[src/rtl/rom_loader_pkg.sv]
// Shared types and constants for the cartridge ROM loader: bank-switch codes,
// loader states, ASCII extension constants, size thresholds and lookup helpers.
package rom_loader_pkg;

  typedef enum logic [3:0] {
    BS_NONE = 4'd0,
    BS_F8   = 4'd1,
    BS_F6   = 4'd2,
    BS_FE   = 4'd3,
    BS_E0   = 4'd4,
    BS_3F   = 4'd5,
    BS_F4   = 4'd6,
    BS_P2   = 4'd7,
    BS_FA   = 4'd8,
    BS_CV   = 4'd9
  } bs_e;

  typedef enum logic [1:0] {
    ST_IDLE    = 2'd0,
    ST_LOAD    = 2'd1,
    ST_RESOLVE = 2'd2
  } state_e;

  localparam logic [23:0] EXT_F8 = 24'h2E4638;
  localparam logic [23:0] EXT_F6 = 24'h2E4636;
  localparam logic [23:0] EXT_FE = 24'h2E4645;
  localparam logic [23:0] EXT_E0 = 24'h2E4530;
  localparam logic [23:0] EXT_3F = 24'h2E3346;
  localparam logic [23:0] EXT_F4 = 24'h2E4634;
  localparam logic [23:0] EXT_P2 = 24'h2E5032;
  localparam logic [23:0] EXT_FA = 24'h2E4641;
  localparam logic [23:0] EXT_CV = 24'h2E4356;

  localparam logic [7:0] ASCII_DOT = 8'h2E;
  localparam logic [7:0] ASCII_S   = 8'h53;

  localparam int unsigned SZ_4K  = 4096;
  localparam int unsigned SZ_8K  = 8192;
  localparam int unsigned SZ_12K = 12288;
  localparam int unsigned SZ_16K = 16384;
  localparam int unsigned SZ_32K = 32768;

  // STA $3F opcode/operand pair that marks Tigervision-style bank switching
  localparam logic [7:0] SIG_STA = 8'h85;
  localparam logic [7:0] SIG_ZP  = 8'h3F;

  function automatic bs_e bs_from_ext(input logic [23:0] ext);
    bs_e r;
    case (ext)
      EXT_F8:  r = BS_F8;
      EXT_F6:  r = BS_F6;
      EXT_FE:  r = BS_FE;
      EXT_E0:  r = BS_E0;
      EXT_3F:  r = BS_3F;
      EXT_F4:  r = BS_F4;
      EXT_P2:  r = BS_P2;
      EXT_FA:  r = BS_FA;
      EXT_CV:  r = BS_CV;
      default: r = BS_NONE;
    endcase
    return r;
  endfunction

  function automatic bs_e bs_from_size(input int unsigned sz);
    bs_e r;
    case (sz)
      SZ_8K:   r = BS_F8;
      SZ_12K:  r = BS_FA;
      SZ_16K:  r = BS_F6;
      SZ_32K:  r = BS_F4;
      default: r = BS_NONE;
    endcase
    return r;
  endfunction

endpackage

[src/rtl/rom_loader_bs_sig_scan.sv]
// Content scan over the download stream: SuperChip fill heuristic and a
// saturating count of consecutive 0x85,0x3F byte pairs.
module rom_sig_scan
  import rom_loader_pkg::*;
#(
  parameter int AW          = 15,
  parameter int SC_SCAN_LEN = 256
) (
  input  logic          clk_i,
  input  logic          rst_ni,
  input  logic          clr_i,
  input  logic          wr_i,
  input  logic [AW-1:0] addr_i,
  input  logic [7:0]    data_i,
  output logic          scflag_o,
  output logic [2:0]    sig_cnt_o
);

  localparam logic [AW:0] SCAN_LEN_W = (AW+1)'(SC_SCAN_LEN);

  logic [7:0] byte0_q;
  logic [7:0] prev_q;
  logic       prev_vld_q;
  logic       scflag_q;
  logic [2:0] sig_q;

  logic in_window;
  logic pair_hit;

  assign in_window = ({1'b0, addr_i} < SCAN_LEN_W);
  assign pair_hit  = prev_vld_q && (prev_q == SIG_STA) && (data_i == SIG_ZP);

  always_ff @(posedge clk_i or negedge rst_ni) begin
    if (!rst_ni) begin
      byte0_q    <= '0;
      prev_q     <= '0;
      prev_vld_q <= 1'b0;
      scflag_q   <= 1'b0;
      sig_q      <= '0;
    end else if (clr_i) begin
      byte0_q    <= '0;
      prev_vld_q <= 1'b0;
      scflag_q   <= 1'b1;
      sig_q      <= '0;
    end else if (wr_i) begin
      prev_q     <= data_i;
      prev_vld_q <= 1'b1;
      if (pair_hit && (sig_q != 3'd7)) sig_q <= sig_q + 3'd1;
      // Address 0 sets the reference; any differing early byte kills the flag
      if (addr_i == '0) byte0_q <= data_i;
      else if (in_window && (data_i != byte0_q)) scflag_q <= 1'b0;
    end
  end

  assign scflag_o  = scflag_q;
  assign sig_cnt_o = sig_q;

endmodule

[src/rtl/rom_loader_bs.sv]
// Forwards ioctl download bytes into the cartridge ROM RAM, tracks image size and
// resolves bank-switch code / SuperChip enable at end of download. Content scan
// heuristics are compiled in with BS_SIGSCAN_EN.
module rom_loader_bs
  import rom_loader_pkg::*;
#(
  parameter int AW          = 15,
  parameter int SZW         = 17,
  parameter int SC_SCAN_LEN = 256
) (
  input  logic           clk_sys,
  input  logic           reset_n,
  input  logic           ioctl_download,
  input  logic           ioctl_wr,
  input  logic [24:0]    ioctl_addr,
  input  logic [7:0]     ioctl_dout,
  input  logic [31:0]    ioctl_file_ext,
  input  logic [1:0]     sc_mode,
  output logic           rom_we,
  output logic [AW-1:0]  rom_waddr,
  output logic [7:0]     rom_wdata,
  output logic [SZW-1:0] rom_size,
  output logic [3:0]     force_bs,
  output logic           sc,
  output logic           loading,
  output logic           done
);

  localparam logic [25:0] SIZE_MAX = 26'((64'd1 << SZW) - 64'd1);

  state_e         state_q;
  logic           dl_q;
  logic           rise_pend_q;
  logic [23:0]    ext_q;
  logic           sflag_q;
  logic           rom_we_q;
  logic [AW-1:0]  waddr_q;
  logic [7:0]     wdata_q;
  logic [SZW-1:0] size_q;
  bs_e            bs_q;
  logic           sc_q;
  logic           loading_q;
  logic           done_q;

  logic           rise;
  logic           fall;
  logic           load_start;
  logic           wr_load;
  logic           in_range;
  logic [25:0]    addr_p1;
  logic [SZW-1:0] size_cand;
  bs_e            bs_d;
  logic           sc_d;
  logic           sc_auto;

  assign rise       = ioctl_download & ~dl_q;
  assign fall       = ~ioctl_download & dl_q;
  assign load_start = (state_q == ST_IDLE) && (rise || rise_pend_q);
  assign wr_load    = (state_q == ST_LOAD) && ioctl_wr;
  assign in_range   = (ioctl_addr[24:AW] == '0);
  assign addr_p1    = {1'b0, ioctl_addr} + 26'd1;
  assign size_cand  = (addr_p1 > SIZE_MAX) ? SIZE_MAX[SZW-1:0] : addr_p1[SZW-1:0];

`ifdef BS_SIGSCAN_EN
  logic       scan_flag;
  logic [2:0] sig_cnt;

  rom_sig_scan #(
    .AW          (AW),
    .SC_SCAN_LEN (SC_SCAN_LEN)
  ) u_sig_scan (
    .clk_i     (clk_sys),
    .rst_ni    (reset_n),
    .clr_i     (load_start),
    .wr_i      (wr_load && in_range),
    .addr_i    (ioctl_addr[AW-1:0]),
    .data_i    (ioctl_dout),
    .scflag_o  (scan_flag),
    .sig_cnt_o (sig_cnt)
  );
`endif

  always_comb begin
    bs_d    = bs_from_ext(ext_q);
    sc_auto = sflag_q;
`ifdef BS_SIGSCAN_EN
    // Content rules only break ties when the extension says nothing
    if (bs_d == BS_NONE) begin
      if ((sig_cnt >= 3'd2) && (32'(size_q) > SZ_4K)) bs_d = BS_3F;
      else bs_d = bs_from_size(32'(size_q));
    end
    sc_auto = sflag_q | scan_flag;
`endif
    sc_d = (sc_mode == 2'd0) ? sc_auto : sc_mode[1];
  end

  always_ff @(posedge clk_sys or negedge reset_n) begin
    if (!reset_n) begin
      state_q     <= ST_IDLE;
      dl_q        <= 1'b1;  // a download already high at release is not an edge
      rise_pend_q <= 1'b0;
      ext_q       <= '0;
      sflag_q     <= 1'b0;
      rom_we_q    <= 1'b0;
      waddr_q     <= '0;
      wdata_q     <= '0;
      size_q      <= '0;
      bs_q        <= BS_NONE;
      sc_q        <= 1'b0;
      loading_q   <= 1'b0;
      done_q      <= 1'b0;
    end else begin
      dl_q     <= ioctl_download;
      rom_we_q <= 1'b0;
      done_q   <= 1'b0;
      case (state_q)
        ST_IDLE: begin
          if (load_start) begin
            state_q     <= ST_LOAD;
            loading_q   <= 1'b1;
            rise_pend_q <= 1'b0;
            ext_q       <= (ioctl_file_ext[23:16] == ASCII_DOT) ? ioctl_file_ext[23:0]
                                                                : ioctl_file_ext[31:8];
            sflag_q     <= (ioctl_file_ext[7:0] == ASCII_S);
            size_q      <= '0;
          end
        end
        ST_LOAD: begin
          if (ioctl_wr) begin
            rom_we_q <= in_range;
            if (in_range) begin
              waddr_q <= ioctl_addr[AW-1:0];
              wdata_q <= ioctl_dout;
            end
            if (size_cand > size_q) size_q <= size_cand;
          end
          if (fall) begin
            state_q   <= ST_RESOLVE;
            loading_q <= 1'b0;
          end
        end
        ST_RESOLVE: begin
          bs_q    <= bs_d;
          sc_q    <= sc_d;
          done_q  <= 1'b1;
          state_q <= ST_IDLE;
          if (rise) rise_pend_q <= 1'b1;
        end
        default: state_q <= ST_IDLE;
      endcase
    end
  end

  assign rom_we    = rom_we_q;
  assign rom_waddr = waddr_q;
  assign rom_wdata = wdata_q;
  assign rom_size  = size_q;
  assign force_bs  = bs_q;
  assign sc        = sc_q;
  assign loading   = loading_q;
  assign done      = done_q;

endmodule

[config.mk]
export PLATFORM = sky130hd
export DESIGN_NAME = rom_loader_bs
export DESIGN_NICKNAME = d
export VERILOG_FILES = /design/src/rtl/rom_loader_pkg.sv /design/src/rtl/rom_loader_bs_sig_scan.sv /design/src/rtl/rom_loader_bs.sv
export SDC_FILE = /design/constraint.sdc
export NUM_CORES = 1
export LEC_CHECK = 0
export ABC_AREA = 1
export BUFFER_PORTS_ARGS = -buffer_cell sky130_fd_sc_hd__buf_4
export CORE_MARGIN = 1.5
export CORE_UTILIZATION = 54
export CTS_CLUSTER_SIZE = 28
export DETAILED_ROUTE_END_ITERATION = 7
export PLACE_DENSITY_LB_ADDON = 0.05
export SLEW_MARGIN = 30
export SYNTH_ARGS = -nofsm -noshare
export SYNTH_HDL_FRONTEND = slang
export SYNTH_HIERARCHICAL = 1
export SYNTH_SLANG_ARGS = --single-unit
[constraint.sdc]
create_clock -name clk_sys -period 2.65 [get_ports clk_sys]
set_clock_uncertainty 0.15 [all_clocks]
set_input_delay 0 -clock clk_sys [delete_from_list [all_inputs] [get_ports clk_sys]]
set_output_delay 0 -clock clk_sys [all_outputs]
set_load 0.01 [all_outputs]
==> results of run 1 <==
stage by stage:
stage	setup slack [ps]	std cells	util, %	area [µm²]
floorplan	-143	651	-	4850
global placement	-321	922	75.2	6270
detailed placement	-474	922	75.2	6270
CTS	-1.21	1025	92.9	7750
cell usage after synthesis, drive strengths merged, types with 2 or more instances:
library cell,instances
nand3b,3
xnor2,2
nor4,6
dfrtp,76
nand4,7
inv,80
nor3,14
clkbuf,12
o22ai,6
clkinv,2
o21ai,35
nand3,68
nand2,203
a31oi,5
o211ai,2
a21oi,14
xor2,13
buf,6
ha,19
nor2,74
routing by layer:
layer	global-route usage [%]	overflow
met5	10.7	0
met2	123	441
met1	81.5	3
met3	59.3	6
met4	104	113
cells by family after synthesis:
logic type      Yosys count  synth area share [%]
compound gates           64                  7.39
xor+xnor                 15                  2.78
fa+ha+maj                19                  5.03
buf+inv                 100                  8.42
flops                    77                  40.8
simple gates            376                  35.6
what timing repair did:
item,CTS
endpoints found under the setup margin,17
setup buffers,18
endpoints found under the hold margin,131
resized for setup,73
pin swaps,43
gates cloned,3
hold buffers,66
==> impl_metrics.py, run 1 <==
metrics = {
    "status": {
        "run_status": "did not finish",
        "haltStage": "global routing (5_1_grt)",
        "first-error": "[ERROR GRT-0232] Routing congestion too high. Check the congestion heatmap in the GUI.",
    },
    "global_routing": {
        "gr-usage-all-layers_pct": 89.7,
        "grt_max_degree": 78,
        "grt_overflow_total": 563,
    },
    "synthesis": {
        "yosysSeqAreaShare_pct": 40.8,
        "synth_edf_count": 0,
        "synth_fp_nets": 741,
        "syn_area_um2": 4730,
        "netlist.area_leader.share_pct": 40.2,
        "synth_top_cells_by_area": "sky130_fd_sc_hd__dfrtp_1 (40%), sky130_fd_sc_hd__nand2_1 (16%), sky130_fd_sc_hd__inv_1 (6.3%), sky130_fd_sc_hd__nand3_1 (5.8%), sky130_fd_sc_hd__nor2_1 (5.3%)",
        "synth_cells": 651,
        "synth_seq_cells": 77,
        "prevailing_post_synth_register_cell": "sky130_fd_sc_hd__dfrtp_1",
        "post_synthesis_average_cell_area_um2": 7.26,
        "largest_area_contributor_in_the_netlist": "sky130_fd_sc_hd__dfrtp_1",
        "yosys_warning_count": 6,
        "ys_async_sr_fraction_pct": 100,
        "yosys.cell_types.count": 36,
    },
    "die": {
        "die_h_um": 96.6,
        "floorplan.io_pins": 119,
        "row_count": 33,
        "initial_cell_density_of_the_core_pct": 56.7,
        "die_width_um": 96.6,
    },
    "cts": {
        "cts_inserted_buffers": 9,
        "clkSinkCount": 77,
        "htree_num_levels": 3,
        "clk_path_buf_depth": 2,
        "ctsRootBufferMaster": "sky130_fd_sc_hd__clkbuf_8",
    },
    "placed_design": {
        "io_buffers": 118,
        "place.gp.congestion": 0.970,
        "dp.final_hpwl_um": 10300,
    },
    "sta": {
        "postGrtWorstEndpoint": "rom_size[8]$_DFFE_PN0P_/D",
        "worst_endpoint_kind": "sequential cell input",
    },
}
==> run 2: changes to the inputs <==
- CORE_UTILIZATION: 54 -> 40
- CTS_CLUSTER_SIZE: 28 -> unset
- PLACE_DENSITY_LB_ADDON: 0.05 -> 0.15
==> run 2 against run 1 <==
Effect of this change: the flow now finishes, with violations (negative setup slack); synthesized area stayed put; synthesized cell count stayed put.
==> impl_metrics.py, run 2 <==
metrics = {
    "placed_design": {
        "dpl_cell_area_um2": 6390,
        "dp_slack_ps": -496,
        "dp.cells": 970,
        "dp.final_hpwl_um": 10800,
        "io_buffers": 118,
        "place.gp.congestion": 0.914,
    },
    "final_layout": {
        "mostFrequentLayoutCell": "sky130_fd_sc_hd__buf_4",
        "fillCellCount": 830,
        "finish.instance_area_um2": 8190,
        "layout.cells.non_filler": 1074,
        "largest_register_ffs": 24,
        "most_used_cells_in_the_layout_excluding_fill_and_tap_cells": "sky130_fd_sc_hd__buf_4 (204), sky130_fd_sc_hd__nand2_1 (179), sky130_fd_sc_hd__inv_1 (77)",
        "registers.top_by_ff_count": "ext_q",
        "final_layout_size_suffix_gt1_share_pct": 37.6,
        "area.growth.synth_to_final_pct": 73.3,
        "antennaDiodeCount": 0,
        "nNetsFinal": 1016,
    },
    "power": {
        "cellLeakagePower_nw": 3.92,
        "power_per_cell_area_nw_per_um2": 638,
        "peakVddDrop_mv": 0.466,
        "report.power.total_mw": 5.22,
    },
    "setup_path": {
        "critical_path_class": "in2reg",
        "start_kind": "input port",
        "timing.critical_path.to_type": "register",
        "cp_top_family": "simple AND/OR/NAND/NOR gates",
        "critical_path.max_fanout": 7,
        "critPathArrivalTime_ps": 2960,
        "critical_path.reg2reg.startpoint": "state_q[0]",
        "critical-path-slowest-cell": "sky130_fd_sc_hd__ha_4",
        "worst_ep_required_time_ps": 2730,
        "critical-path-max-stage-delay_ps": 180,
        "worst_setup_path_startpoint": "ioctl_addr[16]",
        "critPathBufInv": 7,
    },
    "die": {
        "initial_cell_density_of_the_core_pct": 41.2,
        "die_width_um": 112,
        "die_area_um2": 12500,
        "row_count": 39,
        "floorplan.io_pins": 119,
        "die_h_um": 112,
        "design.core.area_um2": 11500,
    },
    "global_routing": {
        "gr-usage-all-layers_pct": 25.6,
        "grt_max_degree": 78,
        "grt_overflow_total": 0,
        "grt_pass1_wl_um": 25700,
        "grt_pass1_vias": 5364,
        "antenna_found_initial": 0,
    },
    "routing": {
        "post_route_wl_um": 16700,
        "route.vias.total": 5494,
        "routed_wire_length_per_instance_um": 15.6,
        "detailedRoute.firstPassIterationCount": 6,
        "number_of_remaining_drc_errors": 0,
        "post_drt_via_cell_ratio": 5.12,
        "ant_nets": 0,
        "dr.first_iter.drc_count": 296,
    },
    "cts": {
        "clk_path_buf_depth": 2,
        "cts_inserted_buffers": 9,
        "htree_num_levels": 3,
        "worst_skew_pair.late_latency_ps": 340,
        "cts_tree": "done",
        "ctsRootBufferMaster": "sky130_fd_sc_hd__clkbuf_16",
        "clkSinkCount": 77,
        "cts.clk_slew.worst_paths_ps": 60,
    },
    "sta": {
        "worst-slew-pin-transition_ps": 715,
        "slew-limit-headroom_pct": 52.4,
        "achievable-frequency_ghz": 0.347,
        "grt_setup_unrepaired": "true",
        "count_of_endpoints_failing_hold_in_the_final_timing_report": 0,
        "slew_violations": 0,
        "timing.final.crit_period_ps": 2880,
        "timing.final.setup_violations": 17,
        "timing.setup.tns_ps": -3440,
        "final_min_period_over_clock_period_pct": 109,
        "layout_setup_ws_ps": -230,
    },
    "synthesis": {
        "synth_edf_count": 0,
        "synth_fp_nets": 741,
        "prevailing_post_synth_register_cell": "sky130_fd_sc_hd__dfrtp_1",
        "post_synthesis_average_cell_area_um2": 7.26,
        "synth_top_cells_by_count": "sky130_fd_sc_hd__nand2_1 (201), sky130_fd_sc_hd__inv_1 (79), sky130_fd_sc_hd__dfrtp_1 (76)",
        "ys_async_sr_fraction_pct": 100,
        "synth_seq_cells": 77,
        "synth_cells": 651,
        "yosysSeqAreaShare_pct": 40.8,
        "yosys_warning_count": 6,
        "yosys.cell_types.count": 36,
        "synth_top_cells_by_area": "sky130_fd_sc_hd__dfrtp_1 (40%), sky130_fd_sc_hd__nand2_1 (16%), sky130_fd_sc_hd__inv_1 (6.3%), sky130_fd_sc_hd__nand3_1 (5.8%), sky130_fd_sc_hd__nor2_1 (5.3%)",
        "most_instantiated_library_cell_after_synthesis": "sky130_fd_sc_hd__nand2_1",
        "syn_area_um2": 4730,
        "netlist.area_leader.share_pct": 40.2,
        "largest_area_contributor_in_the_netlist": "sky130_fd_sc_hd__dfrtp_1",
    },
    "status": {
        "run_status": "finished with violations",
        "failing_checks": "negative setup slack",
    },
    "min_path": {
        "min-delay-path-class": "in2reg",
        "holdCritStartpoint": "ioctl_addr[10]",
    },
    "flow_run": {
        "max_cap_viol_count": 0,
    },
}
run 2: metrics by stage:
step	hold slack [ps]	utilization [%]
final	54.5	71.4
after floorplan	-446	-
after detailed placement	-9.48	55.8
after CTS	0.190	67.5
after global placement	-10.9	55.8
after global routing	57.7	71.4
run 2: kinds of logic after synthesis:
family                     Yosys count  share of synthesized area (%)
AOI/OAI and AO/OA                   64                           7.39
and+or+nand+nor                    376                           35.6
buffers and inverters              100                           8.42
adders and majority gates           19                           5.03
DFF                                 77                           40.8
xor gates and xnor gates            15                           2.78
run 2: what timing repair did:
item	CTS	global route
cloned	3	0
endpoints found under the setup margin	17	17
pin swaps	22	70
resized for setup	43	82
hold endpoints to repair	130	0
setup buffers	14	10
hold buffers	63	0
run 2: layer usage:
metal | up-vias | GRT usage (%) | wire (µm)
met5 | - | 0 | 0
met4 | 0 | 10.0 | 510
met1 | 2599 | 30.2 | 6550
met2 | 205 | 45.9 | 8740
li1 | 2643 | - | -
met3 | 47 | 4.63 | 908
run 2: final timing paths:
kind,cells past startpoint,endpoint,slack [ps]
worst min register to register,2,rom_wdata[4],330
worst max-delay path,26,rom_size[11],-230
worst min-delay path,5,rom_size[10],50
max in group asynchronous,2,ext_q[12],1750
min in group asynchronous,2,rom_we,80
worst max register to register,7,ext_q[5],360
run 2: tightest hold or removal path: stages:
cell,delay [ps]
sky130_fd_sc_hd__buf_4,130
sky130_fd_sc_hd__xor2_1,140
sky130_fd_sc_hd__nand3_4,130
sky130_fd_sc_hd__nand3_4,60
sky130_fd_sc_hd__nand2_2,60
run 2: layout make-up:
class,count,area [µm²],share of cell area (%)
multi-input cells,474,3060,37.4
repair buffers,282,2420,29.6
flip-flops and latches,77,1930,23.5
inverters,82,314,3.83
clock buffers,10,239,2.92
well taps,143,179,2.18
clock inverters,6,46.3,0.565
run 2: power by group:
part	switching, mW	leakage, nW	internal (mW)
clock	0.520	0.135	0.666
sequential	0.246	0.990	1.51
combinational	1.20	2.79	1.08
No activity file was read; power rests on OpenSTA's default activity.
